File: src/rtl/obc_da_engine_if.sv
`default_nettype none
// ============================================================================
//  Module      : obc_da_engine_if
//  Description : Bundles the streaming and configuration signals of the
//                offset-binary-coded distributed-arithmetic engine.
//                  master : producer/consumer/configuration side
//                  slave  : engine side
//  Signals     : in_valid/in_ready/in_data    sample vector handshake
//                out_valid/out_ready/out_data result handshake
//                cfg_we/cfg_addr/cfg_data     coefficient table writes
//  Revision    : 1.0  initial release
// ============================================================================
interface obc_da_engine_if #(
  parameter int PAIRS = 4,
  parameter int DW    = 16,
  parameter int CW    = 32
);
  localparam int RW = CW + DW + $clog2(PAIRS) + 1;
  localparam int AW = $clog2(2 * PAIRS) + 1;

  logic                    in_valid;
  logic                    in_ready;
  logic [2*PAIRS*DW-1:0]   in_data;
  logic                    out_valid;
  logic                    out_ready;
  logic [RW-1:0]           out_data;
  logic                    cfg_we;
  logic [AW-1:0]           cfg_addr;
  logic [CW-1:0]           cfg_data;

  modport master (
    output in_valid, in_data, out_ready, cfg_we, cfg_addr, cfg_data,
    input  in_ready, out_valid, out_data
  );

  modport slave (
    input  in_valid, in_data, out_ready, cfg_we, cfg_addr, cfg_data,
    output in_ready, out_valid, out_data
  );
endinterface
`default_nettype wire

File: src/rtl/obc_da_engine.sv
`default_nettype none
// ============================================================================
//  Module      : obc_da_engine
//  Description : Bit-serial OBC distributed-arithmetic engine. Accepts
//                2*PAIRS two's-complement samples, walks their bits LSB
//                first (one bit per clock, DW clocks) and accumulates the
//                table entry picked by the XOR of each sample pair. The
//                sign bit's partial product is subtracted. An optional
//                offset register is added to the final result.
//  Ports       : clk   sole clock, rising edge
//                rst   synchronous active-high reset
//                bus   obc_da_engine_if.slave (data + config handshake)
//                busy  high whenever the engine is not idle
//  Options     : OBC_OFFSET_EN  when defined, address 2*PAIRS writes a CW-bit
//                               offset added to every result
//  Revision    : 1.0  initial release
// ============================================================================
module obc_da_engine #(
  parameter int PAIRS = 4,
  parameter int DW    = 16,
  parameter int CW    = 32
) (
  input  logic             clk,
  input  logic             rst,
  obc_da_engine_if.slave   bus,
  output logic             busy
);

  localparam int RW   = CW + DW + $clog2(PAIRS) + 1;
  localparam int NE   = 2 * PAIRS;
  localparam int AW   = $clog2(NE) + 1;
  localparam int CNTW = (DW > 1) ? $clog2(DW) : 1;

  typedef enum logic [1:0] {
    S_IDLE  = 2'd0,
    S_SHIFT = 2'd1,
    S_DONE  = 2'd2
  } state_t;

  state_t                  r_state;
  state_t                  w_state_nxt;
  logic                    w_in_ready;
  logic                    w_out_valid;
  logic                    w_busy;

  logic [2*PAIRS*DW-1:0]   r_x;
  logic [CNTW-1:0]         r_cnt;
  logic [RW-1:0]           r_acc;
  logic [RW-1:0]           r_out;
  logic [CW-1:0]           r_tab [NE];

  logic [PAIRS-1:0]        w_sel;
  logic [CW-1:0]           w_entry [PAIRS];
  logic [RW-1:0]           w_p;
  logic [RW-1:0]           w_term;
  logic [RW-1:0]           w_acc_nxt;
  logic [RW-1:0]           w_off_ext;
  logic                    w_last;
  logic                    w_cfg_ok;

  assign w_last   = (r_cnt == CNTW'(DW - 1));
  // Configuration is only honoured while idle so a running sum never mixes
  // old and new coefficients.
  assign w_cfg_ok = (r_state == S_IDLE) && bus.cfg_we;

  // --------------------------------------------------------------------------
  // Control FSM
  // --------------------------------------------------------------------------
  always_ff @(posedge clk) begin
    if (rst) begin
      r_state <= S_IDLE;
    end else begin
      r_state <= w_state_nxt;
    end
  end

  always_comb begin
    w_state_nxt = r_state;
    w_in_ready  = 1'b0;
    w_out_valid = 1'b0;
    w_busy      = 1'b1;
    case (r_state)
      S_IDLE: begin
        w_in_ready = 1'b1;
        w_busy     = 1'b0;
        if (bus.in_valid) begin
          w_state_nxt = S_SHIFT;
        end
      end
      S_SHIFT: begin
        if (w_last) begin
          w_state_nxt = S_DONE;
        end
      end
      S_DONE: begin
        w_out_valid = 1'b1;
        if (bus.out_ready) begin
          w_state_nxt = S_IDLE;
        end
      end
      default: begin
        w_state_nxt = S_IDLE;
      end
    endcase
  end

  assign bus.in_ready  = w_in_ready;
  assign bus.out_valid = w_out_valid;
  assign bus.out_data  = r_out;
  assign busy          = w_busy;

  // --------------------------------------------------------------------------
  // Per-pair table lookup: the XOR of the current bit of both samples in a
  // pair selects between the pair's two table entries.
  // --------------------------------------------------------------------------
  for (genvar k = 0; k < PAIRS; k++) begin : g_pair
    logic [DW-1:0] w_xa;
    logic [DW-1:0] w_xb;
    assign w_xa       = r_x[(2*k)*DW +: DW];
    assign w_xb       = r_x[(2*k+1)*DW +: DW];
    assign w_sel[k]   = w_xa[r_cnt] ^ w_xb[r_cnt];
    assign w_entry[k] = w_sel[k] ? r_tab[2*k+1] : r_tab[2*k];
  end

  // Partial product for this bit: sign-extended sum of the selected entries.
  always_comb begin
    w_p = '0;
    for (int k = 0; k < PAIRS; k++) begin
      w_p = w_p + {{(RW-CW){w_entry[k][CW-1]}}, w_entry[k]};
    end
  end

  // Weight by 2^bit; the sign bit of a two's-complement sample carries
  // negative weight, so its partial product is subtracted.
  assign w_term    = w_p << r_cnt;
  assign w_acc_nxt = w_last ? (r_acc - w_term) : (r_acc + w_term);

  // --------------------------------------------------------------------------
  // Datapath
  // --------------------------------------------------------------------------
  always_ff @(posedge clk) begin
    if (rst) begin
      r_x   <= '0;
      r_cnt <= '0;
      r_acc <= '0;
      r_out <= '0;
    end else begin
      case (r_state)
        S_IDLE: begin
          if (bus.in_valid) begin
            r_x   <= bus.in_data;
            r_cnt <= '0;
            r_acc <= '0;
          end
        end
        S_SHIFT: begin
          r_acc <= w_acc_nxt;
          r_cnt <= w_last ? '0 : r_cnt + 1'b1;
          // The result register only changes on the final bit, so out_data
          // is stable for the whole DONE phase and an aborted run never
          // reaches it.
          if (w_last) begin
            r_out <= w_acc_nxt + w_off_ext;
          end
        end
        default: begin
        end
      endcase
    end
  end

  // --------------------------------------------------------------------------
  // Coefficient table. A write in the same idle cycle as an input handshake
  // lands before the first SHIFT cycle reads it, so the new entry is used.
  // --------------------------------------------------------------------------
  always_ff @(posedge clk) begin
    if (rst) begin
      for (int i = 0; i < NE; i++) begin
        r_tab[i] <= '0;
      end
    end else if (w_cfg_ok && (bus.cfg_addr < AW'(NE))) begin
      r_tab[bus.cfg_addr[AW-2:0]] <= bus.cfg_data;
    end
  end

`ifdef OBC_OFFSET_EN
  logic [CW-1:0] r_off;

  always_ff @(posedge clk) begin
    if (rst) begin
      r_off <= '0;
    end else if (w_cfg_ok && (bus.cfg_addr == AW'(NE))) begin
      r_off <= bus.cfg_data;
    end
  end

  assign w_off_ext = {{(RW-CW){r_off[CW-1]}}, r_off};
`else
  assign w_off_ext = '0;
`endif

endmodule
`default_nettype wire

File: src/flat_wrapper.sv
// flat-port wrapper written by rule: the top's interface ports become plain ports
module obc_da_engine_flat 
#(
  parameter int PAIRS = 4,
  parameter int DW    = 16,
  parameter int CW    = 32
)
  (clk, rst, busy, bus_in_valid, bus_in_data, bus_out_ready, bus_cfg_we, bus_cfg_addr, bus_cfg_data, bus_in_ready, bus_out_valid, bus_out_data);
  obc_da_engine_if #(.PAIRS(PAIRS), .DW(DW), .CW(CW)) bus_i ();
  input  logic clk;
  input  logic rst;
  output logic busy;
  input wire logic [$bits(bus_i.in_valid)-1:0] bus_in_valid;
  input wire logic [$bits(bus_i.in_data)-1:0] bus_in_data;
  input wire logic [$bits(bus_i.out_ready)-1:0] bus_out_ready;
  input wire logic [$bits(bus_i.cfg_we)-1:0] bus_cfg_we;
  input wire logic [$bits(bus_i.cfg_addr)-1:0] bus_cfg_addr;
  input wire logic [$bits(bus_i.cfg_data)-1:0] bus_cfg_data;
  output wire logic [$bits(bus_i.in_ready)-1:0] bus_in_ready;
  output wire logic [$bits(bus_i.out_valid)-1:0] bus_out_valid;
  output wire logic [$bits(bus_i.out_data)-1:0] bus_out_data;
  assign bus_i.in_valid = bus_in_valid;
  assign bus_i.in_data = bus_in_data;
  assign bus_i.out_ready = bus_out_ready;
  assign bus_i.cfg_we = bus_cfg_we;
  assign bus_i.cfg_addr = bus_cfg_addr;
  assign bus_i.cfg_data = bus_cfg_data;
  assign bus_in_ready = bus_i.in_ready;
  assign bus_out_valid = bus_i.out_valid;
  assign bus_out_data = bus_i.out_data;
  obc_da_engine #(.PAIRS(PAIRS), .DW(DW), .CW(CW)) u_core (.clk(clk), .rst(rst), .bus(bus_i), .busy(busy));
endmodule
File: config.mk
export PLATFORM = sky130hd
export DESIGN_NAME = obc_da_engine_flat
export DESIGN_NICKNAME = d
export VERILOG_FILES = /design/src/rtl/obc_da_engine_if.sv /design/src/rtl/obc_da_engine.sv /design/src/flat_wrapper.sv
export SDC_FILE = /design/constraint.sdc
export NUM_CORES = 1
export LEC_CHECK = 0
export ABC_AREA = 1
export ABC_CLOCK_PERIOD_IN_PS = 11630
export CORE_MARGIN = 5
export CORE_UTILIZATION = 25
export DETAILED_ROUTE_END_ITERATION = 7
export GPL_TIMING_DRIVEN = 0
export SKIP_CTS_REPAIR_TIMING = 1
export SLEW_MARGIN = 40
export SYNTH_ARGS = -nofsm -noshare
export SYNTH_HDL_FRONTEND = slang
export SYNTH_SLANG_ARGS = --single-unit
File: constraint.sdc
create_clock -name clk -period 11.63 [get_ports clk]
set_clock_uncertainty 0.1 [all_clocks]
set_input_delay 1.7445 -clock clk [delete_from_list [all_inputs] [get_ports clk]]
set_output_delay 1.7445 -clock clk [all_outputs]
set_load 0.01 [all_outputs]
; Word-level counts from Yosys, hierarchy flattened
; Memories as Yosys holds them, arrays and structs flattened.
; Index checks and enable logic that the tools add are counted.
[totals]
mem_bits_rw = 256
mem_count = 1
output_inout_bits = 54
register_bits = 236
[memory_table]
columns = memory, depth, width, rd, rd_ports_with_merged_regs, write_ports, line
row1 = u_core.r_tab, 8, 32, 8, 0, 8, obc_da_engine.sv:50  ; logic [CW-1:0] r_tab [NE];
[op_classes]
n_eq_ne = 6
mux = 41
n_shift = 1
n_addsub = 6
n_lt_le_gt_ge = 2
n_reduce_logical = 9
bitwise_logic = 4
[op_table]
columns = operator, n
row1 = 32-bit two-way mux, 5
row2 = 51-bit adder, 3
row3 = 51-bit two-way mux, 2
row4 = 51-bit one-hot mux with 2 select lines, 1
row5 = 51-bit by 4-bit << shifter with 51-bit output, 1
row6 = 51-bit subtractor, 1
row7 = 32-bit by 32-bit adder with 33-bit output, 1
row8 = 1-bit binary-select mux with 4-bit select, 8
row9 = 32-bit OR reduction, 1
row10 = 1-bit two-way mux, 17
row11 = 4-bit two-way mux, 2
row12 = 4-bit one-hot mux with 2 select lines, 1
row13 = 2-bit two-way mux, 3
row14 = 2-bit one-hot mux with 3 select lines, 1
row15 = 2-bit AND reduction, 3
row16 = 4-bit by 5-bit less-than comparator with 1-bit output (second input constant), 1
row17 = 4-bit by 1-bit adder with 4-bit output (second input constant), 1
row18 = 4-bit == test (second input constant), 1
row19 = 4-bit less-than comparator (second input constant), 1
row20 = 2-bit inequality test (second input constant), 2
row21 = 1-bit bitwise XOR, 4
row22 = 3-bit two-way mux, 1
row23 = 3-bit AND reduction, 1
row24 = 2-bit by 1-bit == test with 1-bit output (second input constant), 1
row25 = other kinds (5), 6

; Logic depth before layout (Yosys ltp)
[logic_depth]
ltp_word = 11
depth_mapped = 77

; Worst setup path after synthesis
; Ideal clock, no wire load.
[synth_path]
path_type = reg-to-reg
start = reg u_core.r_cnt[0]
end = reg u_core.r_acc[50]
slack_ns = 1.940
arrival_ns = 9.519
required_ns = 11.459
stages_incl_launch_ff = 68
n_path_buf = 6
cell_sequence = dfxtp_1 -> buf_4 -> buf_4 -> buf_2 -> buf_2 -> buf_2 -> o21ai_0 -> o221ai_1 -> o211ai_1 -> nand2_1 -> or2_2 -> nand2_1 -> buf_2 -> nand2_1 -> nand2_1 -> ha_1 -> inv_1 -> fa_1 -> [32 not listed] -> nand3_1 -> nand2_1 -> nand2_1 -> nand2_1 -> o21ai_0 -> ha_1 -> nand2_1 -> inv_1 -> a21boi_0 -> nor2_1 -> a2111oi_0 -> o2111ai_1 -> xor2_1 -> xor2_1 -> inv_1 -> nand3_1 -> nand3_1 -> a21oi_1
[synth_between]
elab_chain_len = 11
word_cells_on_any_way = 33
[synth_rtl]
columns = element, line
row1 = "start, declared", obc_da_engine.sv:47  ; logic [CNTW-1:0] r_cnt;
row2 = "start signal, assigned", obc_da_engine.sv:158  ; r_cnt <= w_last ? '0 : r_cnt + 1'b1;
row3 = 1-bit binary-select mux with 4-bit select, obc_da_engine.sv:121  ; assign w_sel[k] = w_xa[r_cnt] ^ w_xb[r_cnt];
row4 = 1-bit two-way mux (implied by the code), obc_da_engine.sv:121
row5 = 1-bit bitwise XOR, obc_da_engine.sv:121
row6 = 32-bit two-way mux, obc_da_engine.sv:122  ; assign w_entry[k] = w_sel[k] ? r_tab[2*k+1] : r_tab[2*k];
row7 = 32-bit by 32-bit adder with 33-bit output, obc_da_engine.sv:129  ; w_p = w_p + {{(RW-CW){w_entry[k][CW-1]}}, w_entry[k]};
row8 = 51-bit adder (2 in a row), obc_da_engine.sv:129
row9 = 51-bit by 4-bit << shifter with 51-bit output, obc_da_engine.sv:135  ; assign w_term = w_p << r_cnt;
row10 = 51-bit adder / 51-bit subtractor (equally long branches), obc_da_engine.sv:136  ; assign w_acc_nxt = w_last ? (r_acc - w_term) : (r_acc + w_term);
row11 = 51-bit two-way mux *, obc_da_engine.sv:136
row12 = 51-bit one-hot mux with 2 select lines *, obc_da_engine.sv:148  ; case (r_state)
row13 = "end signal, assigned", obc_da_engine.sv:157  ; r_acc <= w_acc_nxt;
row14 = "end, declared", obc_da_engine.sv:48  ; logic [RW-1:0] r_acc;
; Mark *: on every way between the ends. The rest lies on a longest branch, timed or not. The select of a mux whose other input is x is not followed.
; A chain may end at the register's enable or synchronous reset.

; Final worst setup path
[layout_path]
start = reg u_core.r_cnt[1]
end = reg u_core.r_acc[50]
; Same word-level chain as after synthesis.

==> impl_metrics.ini <==
[cts]
cts.sinks = 492
path_clk_slew_ns = 0.07
cts_buffers = 52
cts_root_buffer = clkbuf_16
clk_latency_ns = 0.64
clock_path_buffers = 3
h-tree-depth = 2
cts_tree = built

[route]
drc = 0
detail_route.first_pass.iterations = 5
postRouteAntennaNets = 0
avgRoutedWirePerCell_um = 17.1
viasPerCell = 4.67
num_vias = 29500
drt-total-wl_mm = 108
drt_iter0_markers = 2152

[synthesis]
async_reset_ff_share_pct = 0
synth_edf_count = 256
syn_nets = 4653
synth-seq-area-share_pct = 39.6
syn_avg_cell_area_um2 = 7.23
synth-main-ff-cell = edfxtp_1
netlist_instances = 4331
synthesis.area_um2 = 31300
synth.distinct_cells = 55
yosysWarnings = 0
synth_area_leaders = edfxtp_1, dfxtp_1, nand2_1
synth_top_area_share_pct = 24.5
yosysTopAreaCell = edfxtp_1
synth-seq-cells = 492

[placed_design]
io_buffers = 221
gp_congestion = 0.915
dp_hpwl_mm = 85.7

[critical_path]
cpPeakStageDelay_ns = 0.58
endpoint = u_core.r_acc[50]
required_ns = 12.10
path_common_cell = nand2_1
cp-end-kind = flop
critPathLaunchType = flop
crit_start = u_core.r_cnt[1]
reg2reg_depth = 68
arrival_ns = 11.55
reg2reg_from = u_core.r_cnt[1]
critical_path_class = flop to flop
cp_max_fo = 10
r2r_setup_slack_ns = 0.54
worst_path_max_delay_cell = fa_1
reg2reg_to = u_core.r_acc[50]

[floorplan]
ios = 223
dieArea_um2 = 132000
core_region_area_um2 = 124000
die_h_um = 364
die_w_um = 364
placementRows = 129
initial_utilization_pct = 25.2

[finish]
drive_gt1_share_pct = 7.58
syn_to_final_growth_pct = 22.0
layout_common_cells = nand2_1, nor2_1, inv_1
layout_commonest_cell = nand2_1
final_nets = 4947
final_util_pct = 30.8

[global_routing]
grt_use_total_pct = 15.7
grt_pass1_vias = 28200
grt_antenna_before_repair = 7
grt_max_degree = 33
grt_pass1_wl_mm = 162
grt-ovfl-total = 0

[sta]
tightestPinTransition_ns = 0.794
fin_crit_sh_pct = 95.3
setup_viol = 0
hold_viol = 0
fin_crit_ns = 11.09
relSlewSlack_pct = 47.1
fmax_mhz = 90.2
final_max_slew_viol_count = 0

[job]
cap_violations = 0

[hold_path]
hold_class = flop to flop

[run_status]
status = finished, final reports clean
[synth_stat cells, types with 4 or more instances]
library cell	instances
ha_1	117
mux2i_1	52
or2_2	21
nand3_1	356
fa_1	36
nand2_2	14
o21ai_1	12
a21oi_1	212
buf_4	5
xor2_1	69
o22ai_1	9
inv_2	7
inv_1	396
a21boi_1	4
nor3_1	23
o31ai_1	5
nor2_2	13
o221ai_1	27
nand2_1	1067
dfxtp_1	236
a21oi_2	5
a31oi_1	7
o21a_1	11
o211ai_1	17
o21ai_0	263
xnor2_1	36
clkbuf_1	125
a211oi_1	5
a21boi_0	4
buf_1	14
nand4_1	23
nand3_2	15
buf_2	41
nor2_1	776
a21o_1	9
o21bai_1	7
nand3b_1	8
edfxtp_1	256
[worst min path at each step]
stage | to | slack, ns | from | depth (start not counted)
final | u_core.bus.out_data[6] | 0.36 | u_core.bus.out_data[6] | 2
after CTS | u_core.r_acc[0] | 0.36 | u_core.r_acc[0] | 2
after detailed placement | u_core.bus.out_data[6] | 0.36 | u_core.bus.out_data[6] | 2
after global routing | u_core.bus.out_data[6] | 0.38 | u_core.bus.out_data[6] | 2
after floorplan | u_core.r_acc[0] | 0.34 | u_core.r_acc[0] | 2
after global placement | u_core.r_acc[0] | 0.35 | u_core.r_acc[0] | 2
[logic make-up after synthesis]
group | after synthesis | share of synthesized area (%)
AO/OA/AOI/OAI | 609 | 10.9
XOR/XNOR | 105 | 2.94
adder cells (fa/ha/maj) | 153 | 6.98
buffers and inverters | 588 | 7.27
flip-flops | 492 | 39.6
multiplexers | 52 | 1.66
AND/OR/NAND/NOR | 2332 | 30.7
[state kept, by name (all words and copies together), names as in the netlist]
signal,count
u_core.r_state,2
u_core.r_acc,51
u_core.bus.out_data,51
u_core.r_cnt,4
u_core.r_tab,256
u_core.r_x,128
[stage by stage]
step	TNS, ns	hold slack [ns]	cell area [um2]	worst slack (ns)	cells
2_1_floorplan	0	0.341	31300	1.94	4331
3_3_place_gp	-54.32	0.349	35600	-1.86	6189
3_5_place_dp	-54.11	0.356	35700	-1.85	6191
6_report	0	0.363	38200	0.544	6306
5_1_grt	-0.0447	0.378	38200	-0.0320	6306
4_1_cts	-57.09	0.365	37500	-1.89	6288
[routing by layer]
layer | GRT usage [%] | wire length, um | vias up
met5 | 0 | 12 | -
met4 | 3.72 | 2430 | 2
met3 | 2.61 | 6790 | 131
met2 | 26.1 | 50100 | 829
met1 | 21.3 | 48700 | 13700
li1 | - | - | 14800
[worst max-delay path: cells and delay by family (launching register included)]
| family | cells | cell delay, ns |
|---|---|---|
| DFF | 1 | 0.36 |
| AOI/OAI and AO/OA | 18 | 2.55 |
| adders and majority gates | 5 | 1.94 |
| and+or+nand+nor | 32 | 3.98 |
| xor gates and xnor gates | 3 | 0.74 |
| buffers and inverters | 10 | 1.31 |
[cell type report]
| type | instances | area [um2] |
|---|---|---|
| Timing Repair Buffer | 243 | 2410 |
| Antenna cell | 1 | 2.50 |
| Fill cell | 13400 | 85900 |
| Clock buffer | 67 | 1460 |
| Tap cell | 1637 | 2050 |
| Sequential cell | 492 | 12400 |
| Buffer | 182 | 978 |
| Multi-Input combinational cell | 3251 | 17100 |
| Inverter | 403 | 1520 |
| Clock inverter | 30 | 323 |
Power is not shown: default switching activity piles up to over one toggle a cycle in this logic, so the estimate is an artifact.
